`config.mk`:
```
export PLATFORM = sky130hd
export DESIGN_NAME = comparator_pipe
export DESIGN_NICKNAME = d
export VERILOG_FILES = /design/src/rtl/cmp_pkg.sv /design/src/rtl/cmp_pipe_slot.sv /design/src/rtl/comparator_pipe.sv
export SDC_FILE = /design/constraint.sdc
export NUM_CORES = 1
export LEC_CHECK = 0
export ABC_AREA = 1
export CORE_MARGIN = 4
export CORE_UTILIZATION = 32
export DETAILED_ROUTE_END_ITERATION = 10
export PLACE_DENSITY = 0.57
export RECOVER_POWER = 100
export SLEW_MARGIN = 5
export SYNTH_ARGS = -nofsm -noshare
export SYNTH_HDL_FRONTEND = slang
export SYNTH_SLANG_ARGS = --single-unit
```
`constraint.sdc`:
```
create_clock -name clk -period 2.1 [get_ports clk]
set_clock_uncertainty 0.2 [all_clocks]
set_input_delay 0.21 -clock clk [delete_from_list [all_inputs] [get_ports clk]]
set_output_delay 0.21 -clock clk [all_outputs]
set_load 0.1 [all_outputs]
```
`src/rtl/cmp_pkg.sv`:
```
// Shared types and sizing helpers for the streaming magnitude comparator.
package cmp_pkg;

    typedef struct packed {
        logic gt;
        logic eq;
        logic lt;
    } cmp_flags_t;

    localparam int unsigned FlagsW = 3;

    // One extra bit makes the A-B difference exact for both signed and unsigned operands.
    function automatic int unsigned diff_width(input int unsigned width);
        return width + 1;
    endfunction

    function automatic logic [63:0] cnt_sat(input int unsigned cnt_w);
        return (cnt_w >= 64) ? '1 : ((64'd1 << cnt_w) - 64'd1);
    endfunction

endpackage

```
`src/rtl/cmp_pipe_slot.sv`:
```
// One pipeline stage: payload register plus valid bit; load wins over drain.
module cmp_pipe_slot #(
    parameter int unsigned W = 8
) (
    input  logic         clk,
    input  logic         rst_n,
    input  logic         load_i,
    input  logic         drain_i,
    input  logic [W-1:0] data_i,
    output logic         valid_o,
    output logic [W-1:0] data_o
);

    logic         valid_q, valid_d;
    logic [W-1:0] data_q, data_d;

    always_comb begin
        valid_d = valid_q;
        data_d  = data_q;
        if (load_i) begin
            valid_d = 1'b1;
            data_d  = data_i;
        end else if (drain_i) begin
            valid_d = 1'b0;
        end
    end

    always_ff @(posedge clk or negedge rst_n) begin
        if (!rst_n) begin
            valid_q <= 1'b0;
            data_q  <= '0;
        end else begin
            valid_q <= valid_d;
            data_q  <= data_d;
        end
    end

    assign valid_o = valid_q;
    assign data_o  = data_q;

endmodule

```
`src/rtl/comparator_pipe.sv`:
```
// Two-stage valid/ready magnitude comparator with signed/unsigned mode and
// saturating per-result statistics counters.
module comparator_pipe
    import cmp_pkg::*;
#(
    parameter int unsigned WIDTH = 16,
    parameter int unsigned CNT_W = 16
) (
    input  logic               clk,
    input  logic               rst_n,
    input  logic               in_valid,
    output logic               in_ready,
    input  logic [WIDTH-1:0]   in_a,
    input  logic [WIDTH-1:0]   in_b,
    input  logic               in_signed,
    output logic               out_valid,
    input  logic               out_ready,
    output logic               out_gt,
    output logic               out_eq,
    output logic               out_lt,
    output logic [WIDTH:0]     out_diff,
    input  logic               clr_cnt,
    output logic [CNT_W-1:0]   cnt_gt,
    output logic [CNT_W-1:0]   cnt_eq,
    output logic [CNT_W-1:0]   cnt_lt
);

    localparam int unsigned DiffW = diff_width(WIDTH);
    localparam int unsigned S1W   = 2 * WIDTH + 1;
    localparam int unsigned S2W   = DiffW + FlagsW;
    localparam logic [CNT_W-1:0] CntMax = CNT_W'(cnt_sat(CNT_W));
    localparam logic [CNT_W-1:0] CntOne = CNT_W'(1);

    logic             s1_valid, s2_valid;
    logic             s1_move, in_fire, out_fire;
    logic [S1W-1:0]   s1_data;
    logic [S2W-1:0]   s2_data_in, s2_data;
    logic [WIDTH-1:0] s1_a, s1_b;
    logic             s1_signed;
    logic [DiffW-1:0] ext_a, ext_b, diff;
    cmp_flags_t       flags, out_flags;

    // S1 may advance when S2 is empty or is being drained on this edge.
    assign s1_move  = s1_valid && (!s2_valid || out_ready);
    assign in_ready = !s1_valid || s1_move;
    assign in_fire  = in_valid && in_ready;
    assign out_fire = s2_valid && out_ready;

    cmp_pipe_slot #(.W(S1W)) u_s1 (
        .clk     (clk),
        .rst_n   (rst_n),
        .load_i  (in_fire),
        .drain_i (s1_move),
        .data_i  ({in_a, in_b, in_signed}),
        .valid_o (s1_valid),
        .data_o  (s1_data)
    );

    assign {s1_a, s1_b, s1_signed} = s1_data;
    assign ext_a = {s1_signed & s1_a[WIDTH-1], s1_a};
    assign ext_b = {s1_signed & s1_b[WIDTH-1], s1_b};
    assign diff  = ext_a - ext_b;

    always_comb begin
        flags.lt = diff[WIDTH];
        flags.eq = (diff == '0);
        flags.gt = !flags.lt && !flags.eq;
    end

    assign s2_data_in = {diff, flags};

    cmp_pipe_slot #(.W(S2W)) u_s2 (
        .clk     (clk),
        .rst_n   (rst_n),
        .load_i  (s1_move),
        .drain_i (out_fire),
        .data_i  (s2_data_in),
        .valid_o (s2_valid),
        .data_o  (s2_data)
    );

    assign {out_diff, out_flags} = s2_data;
    assign out_valid = s2_valid;
    assign out_gt    = out_flags.gt;
    assign out_eq    = out_flags.eq;
    assign out_lt    = out_flags.lt;

    // Index 2/1/0 = gt/eq/lt.
    logic [2:0]            hit;
    logic [2:0][CNT_W-1:0] cnt_q, cnt_d;

    assign hit = {out_flags.gt, out_flags.eq, out_flags.lt} & {3{out_fire}};

    always_comb begin
        cnt_d = cnt_q;
        for (int i = 0; i < 3; i++) begin
            if (clr_cnt) begin
                cnt_d[i] = hit[i] ? CntOne : '0;
            end else if (hit[i] && (cnt_q[i] != CntMax)) begin
                cnt_d[i] = cnt_q[i] + CntOne;
            end
        end
    end

    always_ff @(posedge clk or negedge rst_n) begin
        if (!rst_n) begin
            cnt_q <= '0;
        end else begin
            cnt_q <= cnt_d;
        end
    end

    assign cnt_gt = cnt_q[2];
    assign cnt_eq = cnt_q[1];
    assign cnt_lt = cnt_q[0];

endmodule
```
== Word level (Yosys, flattened, before mapping) ==
Index checks and enable logic that the tools add are counted.

* Add/sub/neg operators: 4
* $mul: 0
* Div/mod/pow operators: 0
* Order comparisons: 0
* Equality and inequality tests: 3
* Shift-type cells: 0
* Mux-type cells: 13
* Bitwise operators: 3
* Reduce and logical (&&, ||, !) cells: 19

{| class="wikitable"
|+ Operator list
! operator !! number
|-
| $mux 16 || 6
|-
| $add 16x1->16 const B || 3
|-
| $ne 16x16->1 const B || 3
|-
| $logic_not 17->1 || 1
|-
| $sub 17x17->17 || 1
|-
| $reduce_bool 2->1 || 5
|-
| $logic_and 1x1->1 || 7
|-
| $mux 1 || 7
|-
| $logic_not 1->1 || 4
|-
| $and 3x3->3 || 1
|-
| $and 1x1->1 || 2
|-
| $logic_or 1x1->1 || 2
|}

* Register bits after elaboration: 103
* Bits in latches: 0
* Memory bits (writable): 0
* ROM bits: 0
* Input bits: 38
* Output and inout port bits: 70
* Logic and storage cells: 49
* Memories: 0

== Longest topological paths before layout ==
* Depth after elaboration: 6
* Gate-level depth with buffers: 17
* Depth with buffers taken out: 17

== Hierarchy ==
From an unflattened synthesis, not the netlist that was laid out.

* Cells, all modules: 862
* Area total of the unflattened synthesis: 6401.1 µm²

{| class="wikitable"
|+ Modules (own cells, without submodules)
! module !! instances !! cells an instance !! area an instance (µm²) !! sequential area each (µm²)
|-
| comparator_pipe || 1 || 629 || 4050.1 || 1201.2
|-
| cmp_pipe_slot at u_s1 || 1 || 144 || 1342.5 || 850.8
|-
| cmp_pipe_slot at u_s2 || 1 || 89 || 1008.5 || 525.5
|}

== Worst setup path before layout ==
Ideal clock, no wire load.

* Path kind: register to register
* Start: register u_s2.valid_q (netlist: u_s2.valid_o)
* End: register u_s1.data_q[19] (netlist: u_s1.data_o[19])
* Setup time: 0.125 ns
* Data arrival time: 3.030 ns
* Data required time: 1.775 ns
* Path slack: -1.255 ns
* Cell stages (with the launch flop): 5
* Path buffers: 1
* Clock period less this slack: 3.355 ns
* Cells stage by stage: dfrtp_1 > nand3_1 > nand2_1 > buf_2 > mux2_2

* Word-level cells in the longest chain between the ends: 5

{| class="wikitable"
|+ RTL lines
! element !! RTL line !! source
|-
| start: declaration || cmp_pipe_slot.sv:14 || <nowiki>logic valid_q, valid_d;</nowiki>
|-
| start signal: assignment || cmp_pipe_slot.sv:33 || <nowiki>valid_q <= valid_d;</nowiki>
|-
| $logic_not 1->1 || comparator_pipe.sv:44 || <nowiki>assign s1_move = s1_valid && (!s2_valid || out_ready);</nowiki>
|-
| $logic_or 1x1->1 || comparator_pipe.sv:44 ||
|-
| $logic_and 1x1->1 || comparator_pipe.sv:44 ||
|-
| $logic_or 1x1->1 || comparator_pipe.sv:45 || <nowiki>assign in_ready = !s1_valid || s1_move;</nowiki>
|-
| via in_ready || comparator_pipe.sv:12 || <nowiki>output logic in_ready,</nowiki>
|-
| $logic_and 1x1->1 || comparator_pipe.sv:46 || <nowiki>assign in_fire = in_valid && in_ready;</nowiki>
|-
| end signal: assignment || cmp_pipe_slot.sv:34 || <nowiki>data_q <= data_d;</nowiki>
|-
| end: declaration || cmp_pipe_slot.sv:15 || <nowiki>logic [W-1:0] data_q, data_d;</nowiki>
|}

The timed path passes the listed nets, and every way through them passes these cells.
A chain may end at the register's enable or synchronous reset.

== Worst setup path after layout ==
* Start: register u_s1.data_q[1] (netlist: u_s1.data_o[1])
* End: register u_s2.data_q[2] (netlist: u_s2.data_o[2])

* Word-level cells in the longest chain between the ends: 4
* Elaborated cells between the ends (all ways): 5
* Classes of those cells: add/sub: 1; reduce/logical: 4

{| class="wikitable"
|+ RTL lines
! element !! RTL line !! source
|-
| $sub 17x17->17 * || comparator_pipe.sv:62 || <nowiki>assign diff = ext_a - ext_b;</nowiki>
|-
| $logic_not 17->1 || comparator_pipe.sv:66 || <nowiki>flags.eq = (diff == '0);</nowiki>
|-
| $logic_not 1->1 || comparator_pipe.sv:67 || <nowiki>flags.gt = !flags.lt && !flags.eq;</nowiki>
|-
| $logic_and 1x1->1 * || comparator_pipe.sv:67 ||
|-
| end signal: assignment || cmp_pipe_slot.sv:34 ||
|-
| end: declaration || cmp_pipe_slot.sv:15 ||
|}

Every way passes the cells marked *; elsewhere a longest branch is shown, timed or not.

==> reports/metrics.csv <==
stage,metric,value,unit
run_status,status,"complete, but fails checks",
sta,Slew HR,31.10,%
yosys,most frequent cell after synthesis,nand2_1,
run_status,violated checks,setup timing,
yosys,"Cell Area, Synth",5778,sq um
critical_path,Crit Path Class,reg -> reg,
yosys,async set or reset register ratio after synthesis,100.0,%
clock_network,CTS Root Cell,clkbuf_16,
grt,grt total ovfl,0,
drt,Final ANT Viol Nets,0,
floorplan,top-level I/O count,108,
place,final RePlAce weighted congestion,0.8369,
sta,part of the cycle the worst path needs,109.2,%
place,dpl ws,-0.1726,ns
power_and_ir_drop,total power,8213,uW
critical_path,CP arrival,2.34,ns
yosys,number of synthesized flops with an enable pin,0,
finish,synthesis-to-finish area growth,35.71,%
yosys,largest cells by area after synthesis,"dfrtp_1 (44%), nand2_1 (12%), inv_1 (5.8%), nor2_1 (5.2%), ha_1 (4.1%)",
worst_hold_path,worst min-delay path category,in -> reg,
sta,"Worst Setup Slack, final",-0.1925,ns
place,HPWL after DPL,11450,microns
yosys,Syn Inst Count,735,
power_and_ir_drop,PD cells,1047,nW/um^2
yosys,Yosys warning count,0,
critical_path,"delay-heaviest family, CP",simple AND/OR/NAND/NOR gates,
critical_path,Crit path largest cell delay,0.41,ns
sta,Hold Fails Final Rpt,0,
finish,nets,978,
sta,post-layout min period,2.292,ns
grt,initial antenna violation count,0,
floorplan,Die Y,142.4,microns
yosys,syn avg cell area,7.861,sq um
yosys,Netlist cell types,49,
place,placed insts,1125,
critical_path,critical path's most frequent cell,nand2_1,
critical_path,startpoint types,flop,
drt,DR WL/cell,13.00,microns
finish,Final Core Density,44.87,%
critical_path,Critical path buffers and inverters,1,
place,PortBufs,107,
finish,n_diodes,0,
yosys,Yosys reg bits,102,
finish,layout cells sized above 1,32.54,%
sta,final setup vio count,6,
floorplan,Die W,142.4,microns
floorplan,Die ar.,20270,sq um
yosys,Synthesized Nets,793,
clock_network,Sink Count,102,
critical_path,"Slowest-stage cell, CP",dfrtp_1,
yosys,"Top FF cell, synth",dfrtp_1,
sta,final slew viol count,0,
clock_network,CTS buffer count,9,
clock_network,CTS tree,done,
clock_network,clock-pin slew on the worst setup and hold paths,0.07,ns
grt,vias in the first global route,4984,
critical_path,WP data required,2.15,ns
floorplan,# rows,48,
job,Max-Cap Viols,0,
floorplan,core box area,17480,sq um
drt,routed via count,5299,
clock_network,number of H-tree levels,3,
grt,first-pass GRT wire length,24270,microns
critical_path,crit-path max FO,4,
drt,WL final,14960,microns
yosys,Synth area leader,dfrtp_1,
yosys,commonest cells in the netlist,"nand2_1 (178), dfrtp_1 (102), inv_1 (90), nor2_1 (80), a21oi_1 (44)",
sta,Hold WS,0.2261,ns
yosys,Synth top area share,44.17,%
power_and_ir_drop,Leak Pwr,0.003777,uW
critical_path,crit end category,flop,
grt,Total Routing Usage GR,14.68,%
drt,# DRC,0,
sta,Worst Tran Pin Value,1.034,ns
grt,largest net degree at the start of global routing,41,
power_and_ir_drop,Max VDD drop,0.8897,mV
clock_network,CTS Buffer Depth,2,
finish,Final Non-Filler Cells,1150,
yosys,sequential-to-total area share from yosys stat,44.17,%
critical_path,worst-path cell chain,ha_4 -> fa_2 -> inv_2 -> nand2_2 -> nand2_4 -> nand3_4 -> nand2_4 -> nand2_2 -> nand2_1 -> nand2_1 -> nand2_1 -> nand2_1 -> nor2_2 -> nand3_1 -> nand2_1 -> nand2_1,
drt,drt initial violations,212,
sta,fmax,436.2,MHz
drt,DR pass1 iterations,4,
drt,routed vias/inst,4.608,
clock_network,"Clk Latency, worst-skew pair",0.35,ns
sta,RSZ-0062 raised after global routing,yes,
floorplan,initial core utilization,33.06,%
## timing repair
action                                 in CTS  in global routing
setup endpoints to repair                   4                 28
pin swaps                                   3                 18
resized for setup                           6                 36
endpoints found under the hold margin      36                  0
setup buffers                               2                  7
hold buffers                                1                  0
## stage by stage
stage / TNS [ns] / instance area, sq um
finish: -0.4277 / 7841
global route: -7.065 / 7841
CTS: -0.1698 / 7960
detailed placement: -0.6143 / 7591
global placement: -0.3392 / 7591
floorplan: 0 / 5892
## cell type report
cell class              count  area, sq um
fillers                  1763         9635
multi-input cells         511         2885
flip-flops and latches    102         2629
repair buffers            189         1318
inverters                 107        401.6
well taps                 225        281.5
clock buffers              12        256.5
clock inverters             4        70.07
## cells in the final DEF (no fill, tap or decap), types with 6 or more instances in the layout
master / instances
dfrtp_1: 59
o21ai_0: 18
nand3_1: 34
nor2_1: 78
buf_4: 70
dfrtp_2: 34
o21ai_1: 16
mux2_2: 16
nand2_1: 171
nor3_1: 12
clkbuf_2: 73
dfrtp_4: 9
inv_2: 18
nor4_1: 6
nor2_2: 11
clkdlybuf4s50_1: 36
a21oi_1: 43
clkbuf_16: 9
a31oi_1: 10
inv_1: 88
nand2_2: 16
ha_1: 13
## state kept, by name (all words and copies together) (netlist names)
signal and count:
cnt_gt 16, u_s2.data_o 19, u_s2.valid_o 1, cnt_lt 16, u_s1.valid_o 1, cnt_eq 16
u_s1.data_o 33
## tightest hold or removal path: cells and delay by family
| kind | cells | cell delay [ns] |
|---|---|---|
| AOI/OAI and AO/OA | 1 | 0.04 |
| buffers and inverters | 1 | 0.39 |
| and+or+nand+nor | 1 | 0.10 |
## power by group
part | total [uW] | switching [uW] | leakage, uW | internal, uW
Combinational | 3830 | 2750 | 0.00239 | 1080
Sequential | 2510 | 229 | 0.00122 | 2280
Clock | 1870 | 765 | 0.000163 | 1110
Total | 8210 | 3740 | 0.00378 | 4470
## worst paths after layout
path,startpoint,slack [ns],cells after the start,end
setup reg to reg,u_s1.data_o[1],-0.19,16,u_s2.data_o[2]
max in group asynchronous,rst_n,0.23,3,u_s1.data_o[29]
hold / removal,in_b[5],0.23,3,u_s1.data_o[6]
setup / recovery,u_s1.data_o[1],-0.19,16,u_s2.data_o[2]
min in group asynchronous,rst_n,0.37,2,cnt_gt[13]
hold reg to reg,u_s2.data_o[5],0.30,2,u_s2.data_o[5]
## routing by layer
metal  GRT usage, %  wire length, microns
met1          20.00                  6921
met2          24.02                  7133
met3          2.487                   687
met4          4.402                   212
met5              0                     0
## cells by family after synthesis
kind of cell / count (synthesis) / share of synthesized area, %
adders and majority gates: 20 / 4.461
AOI/OAI and AO/OA: 110 / 10.85
and+or+nand+nor: 358 / 28.11
DFF: 102 / 44.18
muxes: 16 / 3.118
buffers and inverters: 122 / 8.229
xor gates and xnor gates: 7 / 1.061
Power figures use the tool's default switching activity.
